## config.mk

```make
export PLATFORM = sky130hd
export DESIGN_NAME = calc_sequencer
export DESIGN_NICKNAME = d
export VERILOG_FILES = /design/src/rtl/calc_pkg.sv /design/src/rtl/calc_alu.sv /design/src/rtl/calc_sequencer.sv
export SDC_FILE = /design/constraint.sdc
export NUM_CORES = 1
export LEC_CHECK = 0
export CAP_MARGIN = 20
export CORE_MARGIN = 5
export CORE_UTILIZATION = 35
export CTS_CLUSTER_DIAMETER = 120
export DETAILED_ROUTE_END_ITERATION = 7
export PLACE_DENSITY = 0.56
export SETUP_SLACK_MARGIN = 0.1
export SLEW_MARGIN = 10
export SYNTH_ARGS = -nofsm -noshare
export SYNTH_HDL_FRONTEND = slang
export SYNTH_SLANG_ARGS = --single-unit
```

## constraint.sdc

```tcl
create_clock -name clk -period 5 [get_ports clk]
set_clock_uncertainty 0.15 [all_clocks]
set_input_delay 1.25 -clock clk [delete_from_list [all_inputs] [get_ports clk]]
set_output_delay 1.25 -clock clk [all_outputs]
set_load 0.005 [all_outputs]
```

## src/rtl/calc_pkg.sv

```systemverilog
`default_nettype none
// ============================================================================
// Module   : calc_pkg
// Brief    : Shared key codes, FSM states and operator encoding for the
//            calculator sequencer.
// Revision : 1.0 - initial release
// ============================================================================
package calc_pkg;

   localparam logic [3:0] KEY_PLUS  = 4'hA;
   localparam logic [3:0] KEY_MINUS = 4'hB;
   localparam logic [3:0] KEY_EQ    = 4'hC;
   localparam logic [3:0] KEY_CLR   = 4'hD;

   typedef enum logic [2:0] {
      IDLE    = 3'd0,
      ENTER_A = 3'd1,
      OP_WAIT = 3'd2,
      ENTER_B = 3'd3,
      RESULT  = 3'd4,
      ERROR   = 3'd5
   } state_t;

   typedef enum logic {
      OP_ADD = 1'b0,
      OP_SUB = 1'b1
   } op_t;

   function automatic logic is_digit(input logic [3:0] k);
      return (k <= 4'd9);
   endfunction

   function automatic logic is_op(input logic [3:0] k);
      return (k == KEY_PLUS) || (k == KEY_MINUS);
   endfunction

endpackage
`default_nettype wire

```

## src/rtl/calc_alu.sv

```systemverilog
`default_nettype none
// ============================================================================
// Module   : calc_alu
// Brief    : Combinational add/subtract on W+2-bit two's complement operands
//            with a decimal-magnitude overflow flag.
// Revision : 1.0 - initial release
// ============================================================================
module calc_alu
   import calc_pkg::*;
#(
   parameter  int DIGITS = 4,
   localparam int W      = $clog2(10**DIGITS)
) (
   input  logic signed [W+1:0] a,
   input  logic signed [W+1:0] b,
   input  op_t                 op,
   output logic signed [W+1:0] res,
   output logic                ovf
);

   localparam logic signed [W+1:0] c_MAX_MAG = (W+2)'(10**DIGITS - 1);

   logic signed [W+1:0] w_abs;

   always_comb begin
      res   = (op == OP_SUB) ? (a - b) : (a + b);
      w_abs = (res < 0) ? -res : res;
      ovf   = (w_abs > c_MAX_MAG);
   end

endmodule
`default_nettype wire

```

## src/rtl/calc_sequencer.sv

```systemverilog
`default_nettype none
// ============================================================================
// Module   : calc_sequencer
// Brief    : Keypad-to-result controller: operand entry, add/subtract
//            sequencing with chaining, sticky overflow and registered display.
// Revision : 1.0 - initial release
// ============================================================================
module calc_sequencer
   import calc_pkg::*;
#(
   parameter  int DIGITS = 4,
   localparam int W      = $clog2(10**DIGITS),
   localparam int CW     = $clog2(DIGITS+1)
) (
   input  logic          clk,
   input  logic          reset,
   input  logic          key_valid,
   input  logic [3:0]    key_code,
   output logic [W-1:0]  disp_mag,
   output logic          disp_neg,
   output logic          err,
   output logic [2:0]    state_dbg,
   output logic [CW-1:0] digit_cnt
);

   localparam logic signed [W+1:0] c_TEN        = (W+2)'(10);
   localparam logic [CW-1:0]       c_MAX_DIGITS = CW'(DIGITS);

   state_t              r_state, w_state_nxt;
   op_t                 r_op, w_op_nxt, w_key_op;
   logic signed [W+1:0] r_acc_a, w_acc_a_nxt;
   logic signed [W+1:0] r_acc_b, w_acc_b_nxt;
   logic signed [W+1:0] r_res, w_res_nxt;
   logic [CW-1:0]       r_cnt, w_cnt_nxt;
   logic                r_err, w_err_nxt;

   logic signed [W+1:0] w_digit, w_alu_res, w_disp_val, w_disp_abs;
   logic                w_alu_ovf, w_room;

   assign w_digit  = {{(W-2){1'b0}}, key_code};
   assign w_key_op = (key_code == KEY_MINUS) ? OP_SUB : OP_ADD;
   assign w_room   = (r_cnt < c_MAX_DIGITS);

   calc_alu #(.DIGITS(DIGITS)) u_alu (
      .a   (r_acc_a),
      .b   (r_acc_b),
      .op  (r_op),
      .res (w_alu_res),
      .ovf (w_alu_ovf)
   );

   always_ff @(posedge clk or negedge reset) begin
      if (!reset) begin
         r_state <= IDLE;
         r_op    <= OP_ADD;
         r_acc_a <= '0;
         r_acc_b <= '0;
         r_res   <= '0;
         r_cnt   <= '0;
         r_err   <= 1'b0;
      end else begin
         r_state <= w_state_nxt;
         r_op    <= w_op_nxt;
         r_acc_a <= w_acc_a_nxt;
         r_acc_b <= w_acc_b_nxt;
         r_res   <= w_res_nxt;
         r_cnt   <= w_cnt_nxt;
         r_err   <= w_err_nxt;
      end
   end

   always_comb begin
      w_state_nxt = r_state;
      w_op_nxt    = r_op;
      w_acc_a_nxt = r_acc_a;
      w_acc_b_nxt = r_acc_b;
      w_res_nxt   = r_res;
      w_cnt_nxt   = r_cnt;
      w_err_nxt   = r_err;
      if (key_valid) begin
         if (key_code == KEY_CLR) begin
            w_state_nxt = IDLE;
            w_op_nxt    = OP_ADD;
            w_acc_a_nxt = '0;
            w_acc_b_nxt = '0;
            w_res_nxt   = '0;
            w_cnt_nxt   = '0;
            w_err_nxt   = 1'b0;
         end else begin
            case (r_state)
               IDLE, RESULT: begin
                  if (is_digit(key_code)) begin
                     w_acc_a_nxt = w_digit;
                     w_cnt_nxt   = CW'(1);
                     w_state_nxt = ENTER_A;
                  end else if (is_op(key_code)) begin
                     // From RESULT the previous answer becomes the new left operand
                     w_acc_a_nxt = (r_state == RESULT) ? r_res : '0;
                     w_op_nxt    = w_key_op;
                     w_cnt_nxt   = '0;
                     w_state_nxt = OP_WAIT;
                  end
               end
               ENTER_A: begin
                  if (is_digit(key_code) && w_room) begin
                     w_acc_a_nxt = r_acc_a * c_TEN + w_digit;
                     w_cnt_nxt   = r_cnt + CW'(1);
                  end else if (is_op(key_code)) begin
                     w_op_nxt    = w_key_op;
                     w_cnt_nxt   = '0;
                     w_state_nxt = OP_WAIT;
                  end
               end
               OP_WAIT: begin
                  if (is_op(key_code)) begin
                     w_op_nxt = w_key_op;
                  end else if (is_digit(key_code)) begin
                     w_acc_b_nxt = w_digit;
                     w_cnt_nxt   = CW'(1);
                     w_state_nxt = ENTER_B;
                  end
               end
               ENTER_B: begin
                  if (is_digit(key_code) && w_room) begin
                     w_acc_b_nxt = r_acc_b * c_TEN + w_digit;
                     w_cnt_nxt   = r_cnt + CW'(1);
                  end else if (is_op(key_code) || key_code == KEY_EQ) begin
                     w_cnt_nxt = '0;
                     if (w_alu_ovf) begin
                        w_err_nxt   = 1'b1;
                        w_state_nxt = ERROR;
                     end else if (key_code == KEY_EQ) begin
                        w_res_nxt   = w_alu_res;
                        w_state_nxt = RESULT;
                     end else begin
                        w_res_nxt   = w_alu_res;
                        w_acc_a_nxt = w_alu_res;
                        w_op_nxt    = w_key_op;
                        w_state_nxt = OP_WAIT;
                     end
                  end
               end
               default: ;
            endcase
         end
      end
   end

   always_comb begin
      case (r_state)
         ENTER_A, OP_WAIT: w_disp_val = r_acc_a;
         ENTER_B:          w_disp_val = r_acc_b;
         RESULT:           w_disp_val = r_res;
         default:          w_disp_val = '0;
      endcase
      w_disp_abs = (w_disp_val < 0) ? -w_disp_val : w_disp_val;
   end

   // Output stage: every visible signal is a register copy of the internal state
   always_ff @(posedge clk or negedge reset) begin
      if (!reset) begin
         disp_mag  <= '0;
         disp_neg  <= 1'b0;
         err       <= 1'b0;
         state_dbg <= IDLE;
         digit_cnt <= '0;
      end else begin
         disp_mag  <= w_disp_abs[W-1:0];
         disp_neg  <= (w_disp_val < 0);
         err       <= r_err;
         state_dbg <= r_state;
         digit_cnt <= r_cnt;
      end
   end

endmodule
`default_nettype wire

```

Word-level counts from Yosys, hierarchy flattened:

Cells that the tools add are included.

* input port bits: 7
* output and inout port bits: 22
* logic and storage cells: 126
* register bits: 78

* muxes and demuxes: 59
* add/subtract/negate cells: 7
* reduce and logical (&&, ||, !) cells: 19
* $lt $le $gt $ge: 5
* eq/ne operators: 22
* $mul: 2

Operator list (number)
* $mux 16: 20
* $pmux 16 s3: 2
* $mux 3: 18
* $add 16x5->16: 2
* $lt 16x1->1 const B: 2
* $mul 16x4->15 const B: 2
* $pmux 16 s2: 1
* $ne 3x3->1 const B: 10
* $pmux 3 s4: 2
* $reduce_and 5->1: 4
* $add 16x16->16: 1
* $eq 4x4->1 const B: 4
* $gt 16x15->1 const B: 1
* $neg 16->16: 1
* $reduce_and 8->1: 2
* $sub 16x16->16: 1
* $mux 1: 14
* $mux 14: 1
* $neg 14->14: 1
* $ne 4x4->1 const B: 2
* $reduce_and 7->1: 1
* $eq 3x2->1 const B: 2
* $reduce_bool 2->1: 3
* $reduce_bool 5->1: 1
* other kinds (13): 16

Longest topological paths before layout:

* depth after elaboration: 10
* depth in mapped cells: 24
* depth with buffers taken out: 20

By module:

From an unflattened synthesis, not the netlist that was laid out.

* cell total of the unflattened synthesis: 921
* area, all modules: 7927.6 µm²

Modules (own cells, without submodules)
* calc_sequencer: instances 1, cells an instance 701, seq. area each 1951.9 µm², area an instance 6352.3 µm²
* calc_alu: instances 1, cells an instance 220, seq. area each 0.0 µm², area an instance 1575.3 µm²

Least setup slack after synthesis:

OpenSTA, ideal clock, no wires.

* kind: register to register
* start: reg r_acc_b[5]
* end: reg r_acc_a[13]
* required time: 4784 ps
* clock period less this slack: 4718 ps
* data arrival time: 4502 ps
* cell stages (with the launch flop): 21
* slack: 282 ps
* buffers on the path: 3
* path through: dfrtp_1 or4_1 nor2_1 a21oi_1 xnor2_1 ha_1 clkbuf_1 o211a_1 o31ai_1 o21ba_1 or3_1 a2111o_1 nor4_2 xor2_1 a31oi_1 o21ai_2 o41ai_2 and3_1 buf_6 buf_8 a22o_1

* word-level cells in the longest chain between the ends: 8
* elaborated cells between the ends (all ways): 15

RTL lines
* start, declared: RTL line calc_sequencer.sv:32 `logic signed [W+1:0] r_acc_b, w_acc_b_nxt;`
* start signal, assigned: RTL line calc_sequencer.sv:65 `r_acc_b <= w_acc_b_nxt;`
* $add 16x16->16 / $sub 16x16->16 (equally long branches): RTL line calc_alu.sv:26 `res = (op == OP_SUB) ? (a - b) : (a + b);`
* $mux 16 (*): RTL line calc_alu.sv:26
* branches (longest 6 deep; another with $neg 16->16)
* end signal, assigned: RTL line calc_sequencer.sv:64 `r_acc_a <= w_acc_a_nxt;`
* end, declared: RTL line calc_sequencer.sv:31 `logic signed [W+1:0] r_acc_a, w_acc_a_nxt;`

Mark *: on every way between the ends. The select of a mux whose other input is x is not followed.
A chain may end at the register's enable or synchronous reset.

Worst setup path after layout:

* start: reg r_acc_b[5]
* end: reg r_acc_a[4]

* word-level cells in the longest chain between the ends: 7
* elaborated cells between the ends (all ways): 9

RTL lines
* $add 16x16->16 / $sub 16x16->16 (equally long branches): RTL line calc_alu.sv:26
* $mux 16 (*): RTL line calc_alu.sv:26
* $neg 16->16 / $lt 16x1->1 (equally long branches): RTL line calc_alu.sv:27 `w_abs = (res < 0) ? -res : res;`
* $mux 16 (*): RTL line calc_alu.sv:27
* $gt 16x15->1 (*): RTL line calc_alu.sv:28 `ovf = (w_abs > c_MAX_MAG);`
* $ne 3x3->1 (no line) (*)
* $reduce_and 8->1 (no line) (*)

Every way passes the cells marked *; elsewhere a longest branch is shown, timed or not.

==> results.yml <==
status:
  status: "complete, no violations"
clock_tree:
  cts-root-buf: "clkbuf_16"
  cts_hold_buf: 0
  cts_tree: "built"
  cts_buffers: 9
  path_clk_slew_ns: 0.07
  cts_sinks: 78
  clockBufferDepth: 2
  insertion_delay_ns: 0.36
  htree_levels: 3
global_routing:
  grt-ovfl-total: 0
  grt.total_usage_pct: 18.9
  grt_max_degree: 79
  grt_pass1_wl_um: 36500
  antenna_found_initial: 0
  grt_pass1_vias: 6647
timing:
  finalSetupTns_ns: 0
  period_needed_ns: 4.74
  setup_ws_ns: 0.264
  rsz0062_at_grt: "true"
  min_period_over_period_pct: 94.7
  drv_slew: 0
  setup_viol: 0
  slew_headroom_pct: 38.7
  worst_pin_slew_ns: 0.919
  max_freq_mhz: 211
  hold_viol_final: 0
floorplanning:
  core_um2: 21600
  initial_core_util_pct: 35.2
  fp.dieW_um: 158
  io_pins: 29
  dieArea_um2: 24800
  row_count: 54
  die_h_um: 158
cells_and_area:
  drive_gt1_share_pct: 13.7
  fin_util_pct: 40.8
  syn_to_final_growth_pct: 15.9
  num_antenna_cells: 0
  nNetsFinal: 1020
  layout_common_cells: "nor2_1 (78), dfrtp_1 (78), a21oi_1 (76)"
placed_design:
  place_ws_ns: 0.128
  dpl.hpwl_um: 17900
  finalWeightedCongestion: 0.927
  port_buffers: 28
routing:
  route.detailed.drc: 0
  viasPerCell: 5.79
  dr.first_iter.drc_count: 533
  wire_per_inst_um: 19.2
  vias: 7076
  ant_nets: 0
  wirelength_um: 23500
  firstDrtPassIters: 5
flow_run:
  drv_cap: 0
setup_path:
  r2r-start: "r_acc_b[5]"
  worst-path-max-fanout: 14
  crit_required_ns: 5.14
  cp-end-kind: "register"
  cpMaxStageDelayCell: "or4_4"
  r2r_end: "r_acc_a[4]"
  worst_path_largest_cell_delay_ns: 0.54
  worst_ep_arrival_time_ns: 4.87
  worst_setup_path_start_kind: "register"
  worstPathCellList: "or4_4 -> nor2_2 -> nor2_1 -> xnor2_1 -> ha_2 -> o211a_1 -> o31ai_1 -> o21ba_1 -> or3_1 -> a2111o_1 -> nor4_4 -> xor2_1 -> a31oi_1 -> o21ai_2 -> o41ai_2 -> and3_1 -> buf_12 -> a22o_1"
  crit_buf_inv: 1
  cp_top_family: "compound AO/OA/AOI/OAI gates"
  rr_worst_depth: 18
  reg2reg_slack_ns: 0.26
  path_class: "register to register"
yosys:
  synth_edf_count: 0
  ys_seq_area_share_pct: 25.6
  synth_area_um2: 7620
  syn-num-nets: 971
  async_flop_share_pct: 100
  synth_flop_cell: "dfrtp_1"
  ys_ff_latch: 78
  syn_inst: 888
  ys_warn_count: 0
  synth_cell_types: 92
  syn_avg_cell_area_um2: 8.58
worst_hold_path:
  min_to: "err"
  hold_path.class: "register to register"
  worstHoldStart: "r_err"
  min_delay_path_depth: 0
==> cell type report <==
cell class	instances	area, um2
clock inverters	7	61.3
well taps	280	350
flip-flops and latches	78	1950
repair buffers	79	693
clock buffers	9	225
multi-input cells	737	5430
inverters	32	120
fillers	2193	12800
==> sequential cells by signal (all words and copies together) (netlist names) <==
name / count
digit_cnt: 3
disp_mag: 14
disp_neg: 1
err: 1
r_acc_a: 16
r_acc_b: 16
r_cnt: 3
r_err: 1
r_op: 1
r_res: 16
r_state: 3
state_dbg: 3
==> cells in the mapped netlist (4+ instances only) <==
cell type / number / area, um2
mux2_2: 15 / 169
nor2b_1: 8 / 50.1
o21a_1: 9 / 67.6
xor2_1: 27 / 236
fa_1: 5 / 100
a32o_1: 6 / 60.1
nor3_1: 22 / 110
a31oi_1: 8 / 50.1
mux2i_1: 5 / 50.1
o21ai_0: 46 / 230
or3_1: 13 / 81.3
a21o_1: 20 / 150
o211a_1: 4 / 40.0
a21oi_1: 78 / 390
nor2_1: 80 / 300
nor3b_1: 10 / 75.1
and3_1: 6 / 37.5
buf_1: 6 / 22.5
o2bb2ai_1: 4 / 35.0
nand2b_1: 13 / 81.3
ha_1: 71 / 888
o22ai_1: 6 / 37.5
nand2_1: 66 / 248
or2_2: 4 / 25.0
buf_2: 4 / 20.0
nand3_1: 12 / 60.1
dfrtp_1: 78 / 1950
a211oi_1: 9 / 67.6
o21bai_1: 5 / 37.5
xnor2_1: 51 / 447
inv_1: 32 / 120
a22oi_1: 18 / 135
clkbuf_1: 21 / 78.8
o211ai_1: 6 / 45.0
and2_1: 6 / 37.5
o2111ai_1: 4 / 35.0
o31ai_1: 6 / 45.0
nand4_1: 5 / 31.3
a22o_1: 26 / 228
==> timing repair <==
item | CTS | global route
gates resized for setup | 3 | 22
hold endpoints to repair | 0 | 0
pin swaps | 0 | 11
gates cloned | 0 | 0
setup endpoints to repair | 7 | 37
setup buffers | 0 | 3
==> kinds of logic after synthesis <==
| logic type | synth area share, % |
|---|---|
| compound gates | 26.9 |
| simple gates | 17.8 |
| xor+xnor | 9.26 |
| flops | 25.6 |
| fa+ha+maj | 13.0 |
| buf+inv | 4.62 |
| mux | 2.87 |
==> layer usage <==
metal  global-route usage [%]  vias up  routed length [um]
li1                         -     3382                   -
met3                     3.30       40                1610
met1                     25.3     3419               10300
met5                        0        -                   0
met2                     30.6      235               11000
met4                     6.64        0                 659
==> worst register-to-register path, cell delays in order (launching register included) <==
cell      delay (ns)
dfrtp_1         0.38
or4_4           0.54
nor2_2          0.14
nor2_1          0.07
xnor2_1         0.14
ha_2            0.33
o211a_1         0.24
o31ai_1         0.06
o21ba_1         0.20
or3_1           0.37
a2111o_1        0.52
nor4_4          0.20
xor2_1          0.10
a31oi_1         0.18
o21ai_2         0.13
o41ai_2         0.38
and3_1          0.25
buf_12          0.15
a22o_1          0.16
==> per-stage QoR <==
stage,hold slack [ns],std cells,instance area (um2)
6_report,0.247,1222,8830
5_1_grt,0.258,1222,8830
4_1_cts,0.247,1218,8680
3_5_place_dp,0.225,1202,8380
3_3_place_gp,0.222,1202,8380
2_1_floorplan,0.202,888,7620
==> how the worst max path moves through the flow <==
stage	startpoint	endpoint	slack [ns]	cells after the start
after global routing	r_acc_b[0]	r_acc_a[11]	0.06	22
after CTS	r_acc_b[5]	r_acc_a[11]	0.12	18
after global placement	r_acc_b[1]	r_acc_a[11]	0.18	21
after floorplan	r_acc_b[5]	r_acc_a[13]	0.28	20
after detailed placement	r_acc_b[1]	r_acc_a[0]	0.13	21
final	r_acc_b[5]	r_acc_a[4]	0.26	18
Power is not shown: default switching activity piles up to over one toggle a cycle in this logic, so the estimate is an artifact.
==> edit 1 (same settings) <==
Make the reset (`reset`) synchronous in 2 clocked blocks.
--- a/src/rtl/calc_sequencer.sv
+++ b/src/rtl/calc_sequencer.sv
@@ -50,5 +50,5 @@
    );
 
-   always_ff @(posedge clk or negedge reset) begin
+   always_ff @(posedge clk) begin
       if (!reset) begin
          r_state <= IDLE;
@@ -158,5 +158,5 @@
 
    // Output stage: every visible signal is a register copy of the internal state
-   always_ff @(posedge clk or negedge reset) begin
+   always_ff @(posedge clk) begin
       if (!reset) begin
          disp_mag  <= '0;
Check against the original RTL: differs if reset is asserted again (counterexample within 4 cycles, from zero or initial values and one cycle with reset low); with reset held inactive, the same outputs for 4 cycles.
==> edit 1 against the original RTL <==
- wire length rose by 1.6%
- final area rose by 4.4%
- area after synthesis about the same
- worst setup slack got worse by 44 ps
- sequential cell count unchanged
- non-clock buffer count increased by 40
Power is left out: it rests on default switching activity, and per cell area and clock period it moved more than threefold.
==> edit 1: results (changes against the original RTL) <==
Parameter                              Value

Critical path
  End point of the critical path    r_acc_a[1]
  Reg-to-reg setup timing slack    220 ps (-40 ps)
  Max FO, Critical Path    16 (+2)
  Arrival time reported for the critical path endpoint    4920 ps (+50 ps)
  Origin of the worst setup path    r_acc_b[4]
  Worst Reg-to-Reg Cells    21 (+3)

Place
  Area after DPL    0.008687 mm2 (+3.7%)
  IO buf count    28 (unchanged)
  Pre-CTS setup slack    -55.25 ps (-182.9 ps)
  RePlAce Congestion    0.9003 (-2.9%)
  HPWL after detailed placement    18660 um (+4.1%)

Clocking
  Number of buffers on the longest clock path    2 (unchanged)
  Root cell of the clock tree    sky130_fd_sc_hd__clkbuf_16
  Clock Latency Late Sink    about 350 ps
  Clock transition at the registers of the reported paths    60 ps
  Cts repair resizes    4 (+1)
  H-Tree Depth    3 (unchanged)
  Post-CTS Setup Bufs    0 (unchanged)
  Number of CTS-inserted buffers    9 (unchanged)

GRT
  Met2 GRT Util    0.3120 (+0.005903)
  Global routing met1 resource utilization    0.2592 (+0.005701)
  Global Route Usage Sum    0.1908 (+0.002145)
  GRT met3 Usage    0.03272 (-0.0002750)
  Number of global-route vias before repair    7090 (+6.7%)
  Antenna violations before repair    0 (unchanged)
  Pin count of the biggest net entering global routing    47 (-41%)
  Wire length of the first global-routing pass    38010 um (+4.0%)

Final layout
  Antenna diodes    0 (unchanged)
  Share of final-layout standard cells stronger than drive strength 1    0.1526 (+0.01565)
  Net count reported at finish    1121 (+9.9%)
  Largest regs    r_acc_a: 16 flops, r_acc_b: 16 flops, r_res: 16 flops

Logic synthesis
  Async set or reset register ratio after synthesis    0 (-1.000)
  Sequential area share after synthesis    0.2050 (-0.05128)
  Number of distinct library cells after synthesis    85 (-7.6%)
  Net Count, Synth    1044 (+7.5%)
  Main synth FF type    sky130_fd_sc_hd__dfxtp_1
  Largest cells by area after synthesis    sky130_fd_sc_hd__dfxtp_1 20%, sky130_fd_sc_hd__ha_1 12%, sky130_fd_sc_hd__a21oi_1 6.0%, sky130_fd_sc_hd__xnor2_1 5.7%, sky130_fd_sc_hd__nor2_1 4.0%
  Yosys warning count    0 (unchanged)
  Most instantiated cells after synthesis    91 x sky130_fd_sc_hd__a21oi_1, 81 x sky130_fd_sc_hd__nor2_1, 78 x sky130_fd_sc_hd__dfxtp_1

Drt
  Routed via count    7452 (+5.3%)
  Per-cell routed wire length    18.04 um (-6.1%)
  TritonRoute pass-1 iters    8 (+3)
  Drt first-iter violations    596 (+12%)

Timing
  Summed negative setup slack over all endpoints    0 ps (unchanged)
  Worst-margin pin slew    653.8 ps (-265.3 ps)
  Maximum clock rate    209.2 MHz (-0.93%)

Status
  Status    finished, final reports clean

Hold path
  Type of the most critical hold path    reg2reg
edit 1: changes by cell type after synthesis, moves of 9 or more:
cell / change
sky130_fd_sc_hd__clkbuf_1: +19
sky130_fd_sc_hd__nand3_1: +17
sky130_fd_sc_hd__and2_1: +19
sky130_fd_sc_hd__a22o_1: -9
sky130_fd_sc_hd__dfxtp_1: +78
sky130_fd_sc_hd__dfrtp_1: -78
sky130_fd_sc_hd__a21oi_1: +13
sky130_fd_sc_hd__nor2b_1: +26
sky130_fd_sc_hd__a32o_1: +11
sky130_fd_sc_hd__mux2i_1: +14
sky130_fd_sc_hd__mux2_2: -14
edit 1: stage by stage:
stage	cells	hold WS (ps)
after floorplan	961	280.7
after global placement	1301	300.7
after detailed placement	1301	309.1
after CTS	1316	321.8
after global routing	1322	330.7
final	1322	323.0
edit 1: cell families after synthesis:
logic type,Yosys count,synth area share
fa+ha+maj,76,0.1297
flops,78,0.2050
buf+inv,85,0.04648
compound gates,305,0.2877
mux,21,0.02940
xor+xnor,77,0.08951
simple gates,319,0.2122
edit 1: how the worst min path moves through the flow:
stage	slack [ps]	from	to	cells after the start
after floorplan	280	r_err	err	1
after global placement	300	r_res[2]	r_res[2]	1
after detailed placement	310	r_res[2]	r_res[2]	1
after CTS	320	r_res[2]	r_res[2]	1
after global routing	330	r_res[2]	r_res[2]	1
final	320	r_res[2]	r_res[2]	1
edit 1: final cells by class:
type | count | area [um2]
repair buffers | 119 | 1013
well taps | 280 | 350.3
clock buffers | 10 | 229.0
flip-flops and latches | 78 | 1565
inverters | 32 | 120.1
multi-input cells | 798 | 5882
clock inverters | 5 | 60.06
fillers | 2210 | 12400
edit 1: metal layers:
layer	vias up	share of wire
li1	3698	-
met4	0	0.019
met5	-	0
met3	31	0.059
met1	3494	0.46
met2	229	0.46
edit 1: worst max-delay path: stages, from the launching register on:
cell and delay [ps]:
sky130_fd_sc_hd__dfxtp_1 340, sky130_fd_sc_hd__nor3_4 230, sky130_fd_sc_hd__nand2b_4 90, sky130_fd_sc_hd__nor3_2 160
sky130_fd_sc_hd__a21o_1 210, sky130_fd_sc_hd__o21ai_2 80, sky130_fd_sc_hd__xnor2_1 140, sky130_fd_sc_hd__ha_1 330
sky130_fd_sc_hd__o21ai_2 90, sky130_fd_sc_hd__a2111oi_4 380, sky130_fd_sc_hd__o211ai_1 150, sky130_fd_sc_hd__and3_1 180
sky130_fd_sc_hd__or2_1 230, sky130_fd_sc_hd__or4_1 460, sky130_fd_sc_hd__a21o_1 180, sky130_fd_sc_hd__a32oi_2 190
sky130_fd_sc_hd__buf_4 160, sky130_fd_sc_hd__o21ai_4 70, sky130_fd_sc_hd__buf_4 160, sky130_fd_sc_hd__a2111oi_4 390
sky130_fd_sc_hd__buf_12 200, sky130_fd_sc_hd__a32o_1 140
==> edit 2 (same flow settings) <==
Made on the original files. `DIGITS` is set to 4 in 2 places; all go to 5.
--- a/src/rtl/calc_alu.sv
+++ b/src/rtl/calc_alu.sv
@@ -9,5 +9,5 @@
    import calc_pkg::*;
 #(
-   parameter  int DIGITS = 4,
+   parameter  int DIGITS = 5,
    localparam int W      = $clog2(10**DIGITS)
 ) (
--- a/src/rtl/calc_sequencer.sv
+++ b/src/rtl/calc_sequencer.sv
@@ -9,5 +9,5 @@
    import calc_pkg::*;
 #(
-   parameter  int DIGITS = 4,
+   parameter  int DIGITS = 5,
    localparam int W      = $clog2(10**DIGITS),
    localparam int CW     = $clog2(DIGITS+1)
Ports: changed (resized disp_mag); port bits go from 29 to 32. The function was not compared with the original's and may differ.
==> edit 2 against the original RTL <==
- the run now ends with setup timing left
- sequential cell count rose by 12
- cell count rose by 30%
- largest cell class unchanged
- global-route usage rose by 1.5 points
- maximum frequency fell by 7.6%
- area after synthesis rose by 22%
- final area rose by 30%
- critical endpoint is now r_acc_a[15]
- worst setup slack got worse by 390 ps
- wire length rose by 33%
Power is left out: the tool's default activity adds up to more than one toggle a clock period on the data nets, which glitch-free logic cannot reach.
==> edit 2: results (changes against the original RTL) <==
Parameter                              Value

Place
  IO buf count    31 (+11%)
  RePlAce Congestion    0.9510 (+2.6%)
  HPWL after detailed placement    24590 um (+37%)

Critical path
  Terminus of the critical flop-to-flop path    r_acc_a[15]
  Arrival time reported for the critical path endpoint    5230 ps (+360 ps)
  Max FO, Critical Path    8 (-6)
  Kind of cell adding the most delay to the critical path    simple AND/OR/NAND/NOR gates
  Highest cell delay on the worst timing path    580 ps (+40 ps)
  Slowest library cell on the worst path    sky130_fd_sc_hd__or4_4
  Worst Reg-to-Reg Cells    20 (+2)
  Origin of the critical flop-to-flop path    r_acc_b[2]

Logic synthesis
  Net Count, Synth    1222 (+26%)
  Area fraction in compound gates after synthesis    0.2528 (-0.01574)
  Sequential area share after synthesis    0.2422 (-0.01405)
  Most instantiated cells after synthesis    119 x sky130_fd_sc_hd__a21oi_1, 114 x sky130_fd_sc_hd__nor2_1, 90 x sky130_fd_sc_hd__dfrtp_1
  Post-Synth Adder-Cell Area    0.1265 (-0.003283)
  Post-synthesis share of cell area spent on xor and xnor gates    0.09769 (+0.005044)
  Mux cell area share after synthesis    0.05113 (+0.02239)
  Largest cells by area after synthesis    sky130_fd_sc_hd__dfrtp_1 24%, sky130_fd_sc_hd__ha_1 12%, sky130_fd_sc_hd__xnor2_1 7.2%, sky130_fd_sc_hd__a21oi_1 6.4%, sky130_fd_sc_hd__nor2_1 4.6%
  Yosys warning count    0 (unchanged)
  Number of distinct library cells after synthesis    87 (-5.4%)

GRT
  Global Route Usage Sum    0.2032 (+0.01454)
  Antenna violations before repair    0 (unchanged)
  Number of global-route vias before repair    8630 (+30%)
  Pin count of the biggest net entering global routing    59 (-25%)
  Wire length of the first global-routing pass    48860 um (+34%)

Status
  Status    complete, but fails checks
  Violations in the final reports    setup timing

Timing
  Max_slew headroom    0.3794 (-0.007816)
  Final-report setup violation count    31 (+31)
  Slack of the critical path    -127.3 ps (-391.2 ps)

Clocking
  Root cell of the clock tree    sky130_fd_sc_hd__clkbuf_16
  Number of buffers on the longest clock path    2 (unchanged)
  Clock Latency Late Sink    360 ps (about the same)
  Number of CTS-inserted buffers    9 (unchanged)

Final layout
  Share of final-layout standard cells stronger than drive strength 1    0.1813 (+0.04437)
  Net count reported at finish    1345 (+32%)
  Largest regs    r_acc_a: 19 flops, r_acc_b: 19 flops, r_res: 19 flops
  Antenna diodes    0 (unchanged)

Drt
  Routed via count    9038 (+28%)
  Drt first-iter violations    749 (+41%)
  Per-cell routed wire length    19.61 um (+2.1%)

Hold path
  Hold Crit Endpoint    err
[edit 2: changes by cell type after synthesis, sizes merged, moves of 10 or more]
| cell | change |
|---|---|
| a21oi | +42 |
| a22o | -13 |
| a22oi | -15 |
| clkbuf | +12 |
| dfrtp | +12 |
| ha | +15 |
| mux2i | +23 |
| nand2 | +22 |
| nand3 | +12 |
| nor2 | +33 |
| o21ai | +17 |
| o31ai | +10 |
| xnor2 | +25 |
[edit 2: logic make-up after synthesis]
family / count (synthesis)
fa+ha+maj: 91
xor+xnor: 102
simple gates: 358
flops: 90
buf+inv: 89
compound gates: 352
mux: 42
[edit 2: what timing repair did]
| item | in CTS | in global routing |
|---|---|---|
| setup buffers | 6 | 7 |
| setup endpoints to repair | 43 | 43 |
| gates cloned | 2 | 1 |
| pin swaps | 17 | 15 |
| gates resized for setup | 30 | 23 |
[edit 2: worst max-delay path by stage]
| stage | slack (ps) | startpoint | cells past startpoint | to |
|---|---|---|---|---|
| finish | -130 | r_acc_b[2] | 20 | r_acc_a[15] |
| global route | -370 | r_acc_b[2] | 20 | r_acc_a[18] |
| global placement | -220 | r_acc_b[4] | 21 | r_acc_a[3] |
| detailed placement | -320 | r_acc_b[4] | 21 | r_acc_a[3] |
| floorplan | 20 | r_acc_b[4] | 21 | r_acc_a[10] |
| CTS | -60 | r_acc_b[2] | 21 | r_res[17] |
[edit 2: metal layers]
metal  vias to the layer above  GRT usage  share of wire
li1                       4387          -              -
met1                      4265     0.2818           0.46
met2                       325     0.3132           0.44
met3                        61    0.04323          0.067
met4                         0    0.07216          0.037
met5                         -          0              0
[edit 2: layout make-up]
| type | count | area, um2 |
|---|---|---|
| fillers | 2596 | 14660 |
| clock inverters | 6 | 55.05 |
| clock buffers | 10 | 239.0 |
| repair buffers | 164 | 1421 |
| well taps | 335 | 419.2 |
| flip-flops and latches | 90 | 2253 |
| multi-input cells | 945 | 6949 |
| inverters | 37 | 138.9 |
[edit 2: through the flow]
step,instances,setup TNS (ps),worst slack [ps],hold WS [ps],area (um2)
2_1_floorplan,1124,0,17.60,201.9,9360
3_3_place_gp,1555,-5482,-218.7,216.2,10750
3_5_place_dp,1556,-9884,-315.7,230.8,10750
4_1_cts,1580,-1065,-64.21,234.7,11310
5_1_grt,1587,-10500,-365.9,250.5,11480
6_report,1587,-2027,-127.3,238.3,11480
